===== src/rtl/countdown_timer_if.sv =====
// Control/status bundle for countdown_timer: load value, run controls and count/expiry status.
interface countdown_timer_if #(
   parameter int WIDTH = 8
);
   logic [WIDTH-1:0] x;
   logic             load_x;
   logic             start;
   logic             stop;
   logic             auto_reload;
   logic [WIDTH-1:0] y;
   logic             busy;
   logic             expired;

   modport master (
      output x, load_x, start, stop, auto_reload,
      input  y, busy, expired
   );

   modport slave (
      input  x, load_x, start, stop, auto_reload,
      output y, busy, expired
   );
endinterface


===== src/rtl/countdown_timer.sv =====
// Loadable down-counter with one-cycle expiry pulse and optional auto-reload for periodic ticks.
module countdown_timer #(
   parameter int WIDTH = 8
) (
   input  logic              clk,
   input  logic              reset_n,
   countdown_timer_if.slave  bus
);

   typedef enum logic {IDLE, RUN} state_t;

   state_t           r_state;
   state_t           w_state_nxt;
   logic [WIDTH-1:0] r_y;
   logic [WIDTH-1:0] w_y_nxt;
   logic [WIDTH-1:0] r_reload;
   logic [WIDTH-1:0] w_reload_nxt;
   logic             r_expired;
   logic             w_expired_nxt;

   always_ff @(posedge clk or negedge reset_n) begin
      if (!reset_n) begin
         r_state   <= IDLE;
         r_y       <= '0;
         r_reload  <= '0;
         r_expired <= 1'b0;
      end else begin
         r_state   <= w_state_nxt;
         r_y       <= w_y_nxt;
         r_reload  <= w_reload_nxt;
         r_expired <= w_expired_nxt;
      end
   end

   // Priority: load_x > stop > start > decrement; expired defaults low every cycle.
   always_comb begin
      w_state_nxt   = r_state;
      w_y_nxt       = r_y;
      w_reload_nxt  = r_reload;
      w_expired_nxt = 1'b0;
      if (bus.load_x) begin
         w_y_nxt      = bus.x;
         w_reload_nxt = bus.x;
         if ((bus.x == '0) || bus.stop) begin
            w_state_nxt = IDLE;
         end else if (bus.start) begin
            w_state_nxt = RUN;
         end
      end else if (bus.stop) begin
         w_state_nxt = IDLE;
      end else if (r_state == IDLE) begin
         if (bus.start && (r_y != '0)) begin
            w_state_nxt = RUN;
         end
      end else if (r_y == WIDTH'(1)) begin
         w_expired_nxt = 1'b1;
         if (bus.auto_reload) begin
            w_y_nxt = r_reload;
         end else begin
            w_y_nxt     = '0;
            w_state_nxt = IDLE;
         end
      end else begin
         // RUN never holds zero, so this cannot wrap.
         w_y_nxt = r_y - WIDTH'(1);
      end
   end

   assign bus.y       = r_y;
   assign bus.busy    = (r_state == RUN);
   assign bus.expired = r_expired;

endmodule

===== src/flat_wrapper.sv =====
// flat-port wrapper written by rule: the top's interface ports become plain ports
module countdown_timer_flat 
#(
   parameter int WIDTH = 8
)
  (clk, reset_n, bus_x, bus_load_x, bus_start, bus_stop, bus_auto_reload, bus_y, bus_busy, bus_expired);
  countdown_timer_if #(.WIDTH(WIDTH)) bus_i ();
  input  logic clk;
  input  logic reset_n;
  input wire logic [$bits(bus_i.x)-1:0] bus_x;
  input wire logic [$bits(bus_i.load_x)-1:0] bus_load_x;
  input wire logic [$bits(bus_i.start)-1:0] bus_start;
  input wire logic [$bits(bus_i.stop)-1:0] bus_stop;
  input wire logic [$bits(bus_i.auto_reload)-1:0] bus_auto_reload;
  output wire logic [$bits(bus_i.y)-1:0] bus_y;
  output wire logic [$bits(bus_i.busy)-1:0] bus_busy;
  output wire logic [$bits(bus_i.expired)-1:0] bus_expired;
  assign bus_i.x = bus_x;
  assign bus_i.load_x = bus_load_x;
  assign bus_i.start = bus_start;
  assign bus_i.stop = bus_stop;
  assign bus_i.auto_reload = bus_auto_reload;
  assign bus_y = bus_i.y;
  assign bus_busy = bus_i.busy;
  assign bus_expired = bus_i.expired;
  countdown_timer #(.WIDTH(WIDTH)) u_core (.clk(clk), .reset_n(reset_n), .bus(bus_i));
endmodule

===== config.mk =====
export PLATFORM = sky130hd
export DESIGN_NAME = countdown_timer_flat
export DESIGN_NICKNAME = d
export VERILOG_FILES = /design/src/rtl/countdown_timer_if.sv /design/src/rtl/countdown_timer.sv /design/src/flat_wrapper.sv
export SDC_FILE = /design/constraint.sdc
export NUM_CORES = 1
export LEC_CHECK = 0
export ABC_CLOCK_PERIOD_IN_PS = 1800
export CAP_MARGIN = 15
export CELL_PAD_IN_SITES_DETAIL_PLACEMENT = 0
export CELL_PAD_IN_SITES_GLOBAL_PLACEMENT = 1
export CORE_MARGIN = 5
export CORE_UTILIZATION = 37
export CTS_CLUSTER_SIZE = 14
export DETAILED_ROUTE_END_ITERATION = 12
export PLACE_DENSITY = 0.81
export SLEW_MARGIN = 0
export SYNTH_ARGS = -nofsm -noshare
export SYNTH_HDL_FRONTEND = slang
export SYNTH_SLANG_ARGS = --single-unit

===== constraint.sdc =====
create_clock -name clk -period 1.8 [get_ports clk]
set_clock_uncertainty 0.05 [all_clocks]
set_input_delay 0.36 -clock clk [delete_from_list [all_inputs] [get_ports clk]]
set_output_delay 0.36 -clock clk [all_outputs]
set_load 0.03 [all_outputs]

# Yosys cells after proc, flatten, opt, wreduce, memory -nomap -nowiden
# Cells that the tools add are included.
dict set report classes {
  add_sub_neg 1
  eq_ne 3
  n_mux 17
  n_reduce_logical 6
}
# op count
set op_table {}
lappend op_table {{two-way mux 8 bit} 5}
lappend op_table {{two-way mux 1 bit} 12}
lappend op_table {{equality test 8 x 1 -> 1 bit, second input constant} 1}
lappend op_table {{logical NOT 8 bit} 1}
lappend op_table {{nonzero test 8 bit} 1}
lappend op_table {{subtractor 8 x 1 -> 8 bit, second input constant} 1}
lappend op_table {{inequality test 3 x 1 -> 1 bit, second input constant} 1}
lappend op_table {{inequality test 2 bit, second input constant} 1}
lappend op_table {{AND reduction 2 bit} 1}
lappend op_table {{nonzero test 2 bit} 1}
lappend op_table {{logical AND 1 bit} 1}
lappend op_table {{logical OR 1 bit} 1}
dict set report totals {
  reg_bits 18
  input_bits 14
  out_inout_bits 10
  word_cells 31
}

# Logic depth before layout (Yosys ltp)
dict set report depth {
  word_depth 6
  depth_mapped 6
  mapped_depth_nobuf 5
}

# Worst setup path after synthesis
# Ideal clock, no wire load.
dict set report synth_path {
  path_kind {flip-flop to flip-flop}
  startpoint {register u_core.r_y[3], in the netlist u_core.bus.y[3]}
  endpoint {register u_core.r_y[2], in the netlist u_core.bus.y[2]}
  setup_time_ns 0.092
  arrival_ns 1.524
  t_required_ns 1.658
  setup_slack_ns 0.134
  path_stages_with_launch 6
  n_path_buf 1
  period_less_slack_ns 1.666
  path_cell_list {dfrtp_1 nor4_4 and3_1 buf_6 nor2_1 o31ai_2}
}
dict set report synth_between {
  elab_chain_len 5
}
# element line_no
set synth_lines {}
lappend synth_lines {{start: declaration} countdown_timer.sv:14} ;# logic [WIDTH-1:0] r_y;
lappend synth_lines {{start signal: assignment} countdown_timer.sv:29} ;# r_y <= w_y_nxt;
lappend synth_lines {{equality test 8 x 1 -> 1 bit} countdown_timer.sv:55} ;# end else if (r_y == WIDTH'(1)) begin
lappend synth_lines {{two-way mux 8 bit} countdown_timer.sv:55}
lappend synth_lines {{two-way mux 8 bit} countdown_timer.sv:51} ;# end else if (r_state == IDLE) begin
lappend synth_lines {{two-way mux 8 bit} countdown_timer.sv:49} ;# end else if (bus.stop) begin
lappend synth_lines {{two-way mux 8 bit} countdown_timer.sv:41} ;# if (bus.load_x) begin
# Every way passes these cells. The select of a mux whose other input is x is not followed.
# A chain may end at the register's enable or synchronous reset.

# Worst setup path after layout
dict set report layout_path {
  startpoint {register u_core.r_expired, in the netlist u_core.bus.expired}
  endpoint {output port bus_expired}
}
# element line_no
set layout_rtl {}
lappend layout_rtl {{start: declaration} countdown_timer.sv:18} ;# logic r_expired;
lappend layout_rtl {{start signal: assignment} countdown_timer.sv:31} ;# r_expired <= w_expired_nxt;
lappend layout_rtl {{end: declaration} flat_wrapper.sv:17} ;# output wire logic [$bits(bus_i.expired)-1:0] bus_expired;
# No word-level cell between the ends.

==> load_flow_metrics.sql <==
INSERT INTO impl_metrics (metric_group, metric, value, unit) VALUES
('route', 'detail_route.wirelength', '2700', 'um'),
('global_routing', 'pin_count_of_the_biggest_net_entering_global_routing', '19', ''),
('cts', 'postCtsSetupBuffers', '0', ''),
('place', 'globalplace.congestion', '0.862', ''),
('route', 'vias_per_cell', '5.97', ''),
('cts', 'clk_transition_reported_paths', '110', 'ps'),
('synth', 'post_synth_num_cell_types', '32', ''),
('timing', 'tcrit_tclk_final', '94.3', '%'),
('place', 'dpl_worst_slack', '11.4', 'ps'),
('synth', 'syn-mean-instance-area', '10.1', 'sq um'),
('timing', 'total_negative_slack', '0', 'ps'),
('worst_setup_path', 'critical_path_arrival', '1290', 'ps'),
('flow_run', 'maxCapViolations', '0', ''),
('final_layout', 'diodes', '0', ''),
('synth', 'synth_async_sr_flop_share', '100', '%'),
('timing', 'max_freq', '589', 'MHz'),
('die', 'row_count', '19', ''),
('worst_setup_path', 'crit_buf_inv', '1', ''),
('worst_setup_path', 'endpoint_kind', 'output pin', ''),
('worst_setup_path', 'crit_fanout', '1', ''),
('global_routing', 'number_of_antenna_violations_at_the_first_check_in_global_routing', '0', ''),
('synth', 'netlist.area_leader.share', '43.3', '%'),
('timing', 'setup_violations', '0', ''),
('timing', 'final.min_clock_period', '1700', 'ps'),
('cts', 'cts_tree', 'done', ''),
('cts', 'cts.htree.levels', '1', ''),
('worst_setup_path', 'path_class', 'register to output pin', ''),
('worst_setup_path', 'timing.critical_path.from_type', 'register', ''),
('pwr', 'leakagePower', '0.000605', 'uW'),
('place', 'hpwl', '2050', 'um'),
('cts', 'cts_hold_repair.buffers', '0', ''),
('final_layout', 'multi_input_comb_area', '539', 'sq um'),
('synth', 'yosys_warnings', '0', ''),
('route', 'vias', '997', ''),
('timing', 'worst_slew_pin_tran', '337', 'ps'),
('synth', 'synthCells', '103', ''),
('global_routing', 'grt_pass1_vias', '969', ''),
('route', 'dr.pass1.iters', '4', ''),
('cts', 'ctsRootBufferMaster', 'sky130_fd_sc_hd__clkbuf_4', ''),
('final_layout', 'fill_cells', '251', ''),
('route', 'dr.first_iter.drc_count', '65', ''),
('min_path', 'hp-class', 'input port to asynchronous set/reset pin', ''),
('global_routing', 'grt_pass1_wl', '4690', 'um'),
('outcome', 'run_status', 'finished clean', ''),
('cts', 'cts_made_buffers', '3', ''),
('synth', 'syn-cell-area', '1040', 'sq um'),
('synth', 'yosysMostFrequentCell', 'sky130_fd_sc_hd__dfrtp_1', ''),
('final_layout', 'synthToLayoutAreaGrowth', '32.5', '%'),
('die', 'coreArea', '2730', 'sq um'),
('cts', 'clock_insertion_delay_worst_skew', '290', 'ps'),
('worst_setup_path', 'slowest_cell_on_the_critical_path', 'sky130_fd_sc_hd__clkdlybuf4s50_1', ''),
('synth', 'synthesis.nets', '120', ''),
('timing', 'layout_setup_ws', '102', 'ps'),
('pwr', 'power_density', '760', 'nW/um^2'),
('pwr', 'vdd.ir_drop.worst', '0.506', 'mV'),
('synth', 'synthTopCellsByCount', 'sky130_fd_sc_hd__dfrtp_1 (18), sky130_fd_sc_hd__a21oi_1 (7), sky130_fd_sc_hd__mux2_2 (7), sky130_fd_sc_hd__nor3_1 (7)', ''),
('global_routing', 'grt.overflow.total', '0', ''),
('place', 'io_buffer_count', '23', ''),
('synth', 'netlist.top_cell.by_area', 'sky130_fd_sc_hd__dfrtp_1', ''),
('die', 'die_area', '3970', 'sq um'),
('worst_setup_path', 'crit_path_max_incr_delay', '660', 'ps'),
('timing', 'rsz0062_at_grt', 'no', ''),
('worst_setup_path', 'critPathRequiredTime', '1390', 'ps'),
('route', 'drc_errors', '0', ''),
('pwr', 'total_power', '1050', 'uW'),
('die', 'x_dimension_of_the_die', '63.0', 'um'),
('timing', 'final_max_slew_viol_count', '0', ''),
('final_layout', 'drive_above_1_share', '18.4', '%'),
('synth', 'ys_seq_area_share', '43.3', '%'),
('final_layout', 'layout.cells.non_filler', '167', ''),
('place', 'numPlacedInstances', '163', '');
registers in the layout, summed over array words and instances, names as in the netlist:
| register | cells |
|---|---|
| u_core.bus.busy | 1 |
| u_core.bus.y | 8 |
| u_core.bus.expired | 1 |
| u_core.r_reload | 8 |
kinds of logic (layout without fill, tap and decap cells):
logic type      count (synthesis)  count (layout)  share of synthesized area [%]
buf+inv                         9              42                           4.93
mux                             9               9                           9.51
fa+ha+maj                       3               3                           3.61
simple gates                   31              31                           16.7
compound gates                 31              31                           20.2
xor+xnor                        2               2                           1.69
flops                          18              18                           43.3
report_power, final:
part	internal [uW]	switching [uW]
Sequential	443	45.8
Combinational	135	171
Clock	123	129
Total	702	345
worst paths after layout:
path / from / endpoint / slack [ps] / depth (start not counted)
worst min register to register: u_core.bus.busy$_DFFE_PN0P_ / u_core.bus.busy$_DFFE_PN0P_ / 470 / 1
worst max-delay path: u_core.bus.expired$_DFF_PN0_ / bus_expired / 100 / 1
min in group clk: u_core.bus.busy$_DFFE_PN0P_ / u_core.bus.busy$_DFFE_PN0P_ / 470 / 1
worst min-delay path: reset_n / u_core.r_reload[0]$_DFFE_PN0P_ / 330 / 2
worst max register to register: u_core.bus.y[0]$_DFFE_PN0P_ / u_core.bus.y[7]$_DFFE_PN0P_ / 180 / 4
max in group asynchronous: reset_n / u_core.bus.expired$_DFF_PN0_ / 1180 / 2
layer usage:
layer	wire length [um]	track usage (%)	up-vias	part of all wire (%)
li1	-	-	460	-
met3	163	1.98	2	6.0
met4	21	5.57	0	0.78
met5	0	0	-	0
met2	1290	22.4	47	48
met1	1230	20.2	488	46
cell usage in the layout, fill, tap and decap left out, drive strengths merged, types with 3 or more instances in the layout:
| cell type | instances |
|---|---|
| a21oi | 7 |
| nor3 | 7 |
| clkdlybuf4s50 | 14 |
| mux2 | 7 |
| nor2 | 5 |
| nand2 | 3 |
| o21ai | 3 |
| buf | 10 |
| a22oi | 4 |
| dlygate4sd2 | 9 |
| ha | 3 |
| clkbuf | 4 |
| inv | 5 |
| nand3 | 6 |
| dfrtp | 18 |
| a31oi | 6 |
metrics by stage:
step | area [sq um] | hold slack [ps] | utilization, %
after global routing | 1380 | 327 | 50.4
after floorplan | 1040 | 14.4 | -
after detailed placement | 1350 | 447 | 49.4
final | 1380 | 327 | 50.4
after global placement | 1350 | 448 | 49.4
after CTS | 1380 | 331 | 50.3
what timing repair did:
item,4_1_cts,5_1_grt
pin swaps,0,0
gates resized for setup,9,1
endpoints found under the setup margin,9,6
layout make-up:
type	count	area share, %
Multi-Input combinational cell	76	39.1
Sequential cell	18	32.7
Timing Repair Buffer	33	21.3
Tap cell	31	2.82
Clock buffer	4	2.63
Inverter	5	1.36
No activity file was read; power rests on OpenSTA's default activity.
==> edit: new RTL, same settings <==
`WIDTH` is set to 8 in 3 places; all go to 6.
--- a/src/rtl/countdown_timer_if.sv
+++ b/src/rtl/countdown_timer_if.sv
@@ -2,3 +2,3 @@
 interface countdown_timer_if #(
-   parameter int WIDTH = 8
+   parameter int WIDTH = 6
 );
--- a/src/rtl/countdown_timer.sv
+++ b/src/rtl/countdown_timer.sv
@@ -2,3 +2,3 @@
 module countdown_timer #(
-   parameter int WIDTH = 8
+   parameter int WIDTH = 6
 ) (
--- a/src/flat_wrapper.sv
+++ b/src/flat_wrapper.sv
@@ -3,3 +3,3 @@
 #(
-   parameter int WIDTH = 8
+   parameter int WIDTH = 6
 )
Interface: changed (resized bus_x and bus_y); port bits go from 24 to 20. No check against the original RTL was run, so the function may have changed too.
==> edit against the original RTL <==
Combinational power down 26%. Design area down 21%. Setup slack better by 0.0076 ns. Area after synthesis fell by 21%. Sequential cell count down 4. Wire length decreased by 25%. Power down 25%. Utilization is 0.16 points lower.
==> edit: results (changes against the original RTL) <==
[cts]
cts_buffers=3  ; unchanged
clk_latency_ns=0.28
cts.clk_slew.worst_paths_ns=0.08  ; was 0.11 ns
cts_max_level=1  ; unchanged
root_buffer=clkbuf_4  ; unchanged
clock_path_buffers=2  ; unchanged

[finish]
antenna_cells=0  ; unchanged
nets=132  ; was 154
drive_gt1_frac=0.130  ; was 0.184

[route]
wl_met3_um=94  ; was 163 µm
first_iter_violations=14  ; was 65
dr_wl_met2_um=985  ; was 1290 µm
top_layer=met4  ; unchanged
dr_total_vias=752  ; was 997
dr.pass1.iters=4  ; unchanged
drt-total-wl_um=2010  ; was 2700 µm
wl_met1_um=896  ; was 1230 µm
wl_per_cell_um=14.1  ; was 16.2 µm

[grt]
use_met1=0.172  ; was 0.202
antenna_found_initial=0  ; unchanged
grt_pass1_vias=761  ; was 969
grt_pass1_wl_um=3510  ; was 4690 µm
grt_max_degree=15  ; was 19
grtUsageTotal=0.138  ; was 0.145
grtUsageMet3=0.0339  ; was 0.0198
grt.met2_usage=0.220  ; was 0.224

[setup_path]
arrival_ns=1.28
crit_family=buffers and inverters  ; unchanged
cp_slowest_cell=clkdlybuf4s50_1  ; unchanged
max_stage_delay_ns=0.67
worst-path-max-fanout=1  ; unchanged

[synthesis]
synth_area_leaders=dfrtp_1 (42%), ha_1 (4.6%), inv_1 (4.6%)  ; was dfrtp_1 (43%), mux2_2 (7.6%), a31oi_1 (3.6%)
ys_async_sr_fraction=1.00  ; unchanged
synth_common_cells=dfrtp_1 (14), inv_1 (10), nand2_1 (8)  ; was dfrtp_1 (18), a21oi_1 (7), mux2_2 (7), nor3_1 (7)
syn-num-nets=106  ; was 120
synthDistinctLibCells=34  ; was 32
synth_area_per_cell_um2=9.06  ; was 10.1 µm²
yosysSeqAreaShare=0.425  ; was 0.433
yosys_warnings=0  ; unchanged

[pwr]
power.static_leakage_nw=0.497  ; was 0.605 nW
ir_drop_mv=0.470  ; was 0.506 mV

[job]
drv_cap=0  ; unchanged

[place]
pre_cts_ws_ns=-0.0894  ; was 0.0114 ns
place_congestion=0.826  ; was 0.862
port_buffers=19  ; was 23
post_dp_cell_area_um2=1080  ; was 1350 µm²
place_inst=140  ; was 163
hpwlAfterDp_um=1540  ; was 2050 µm

[timing]
setup-tns-final_ns=0  ; unchanged
slew_headroom=0.706  ; was 0.774

[outcome]
outcome=complete, no violations  ; unchanged

[worst_hold_path]
holdCritPathClass=input pin to async pin  ; unchanged

-- edit: cell types whose count changed after synthesis, moves of 4 or more --
cell	delta
dfrtp_1	-4
nor3_1	-4
inv_1	+5
o21ai_0	+7
nand2_1	+5
mux2_2	-5
a31oi_1	-5
-- edit: timing repair --
| item | 4_1_cts | 5_1_grt |
|---|---|---|
| buffers inserted | 0 | 0 |
| gates resized for setup | 7 | 0 |
| endpoints found under the setup margin | 7 | 0 |
-- edit: power by group --
group | total, mW | leakage (nW) | internal (mW) | switching, mW
Sequential | 0.382 | 0.171 | 0.343 | 0.0386
Combinational | 0.227 | 0.313 | 0.101 | 0.126
Clock | 0.175 | 0.0138 | 0.0776 | 0.0976
-- edit: cell type report --
type / count / area, µm²
multi-input cells: 63 / 418
fillers: 227 / 1080
repair buffers: 25 / 226
inverters: 10 / 37.5
clock buffers: 3 / 22.5
well taps: 28 / 35.0
flip-flops and latches: 14 / 350
-- edit: final timing paths --
check,start,endpoint,slack [ns],cells past startpoint
worst max register to register,u_core.bus.y[4],u_core.bus.y[3],0.18,4
min in group clk,u_core.r_reload[1],u_core.r_reload[1],0.48,1
worst min register to register,u_core.r_reload[1],u_core.r_reload[1],0.48,1
worst min-delay path,reset_n,u_core.bus.expired,0.34,2
max in group asynchronous,reset_n,u_core.r_reload[2],1.18,2
worst max-delay path,u_core.bus.expired,bus_expired,0.11,1
-- edit: worst reg2reg max path, stage by stage (launching register included) --
cell     delay, ns
dfrtp_1       0.46
nor4_4        0.49
nand3_1       0.23
a22oi_1       0.23
a21oi_2       0.04
-- edit: kinds of logic after synthesis --
family | after synthesis | share of synthesized area
DFF | 14 | 0.425
buffers and inverters | 14 | 0.0683
muxes | 4 | 0.0516
AOI/OAI and AO/OA | 23 | 0.190
adders and majority gates | 3 | 0.0455
and+or+nand+nor | 33 | 0.220
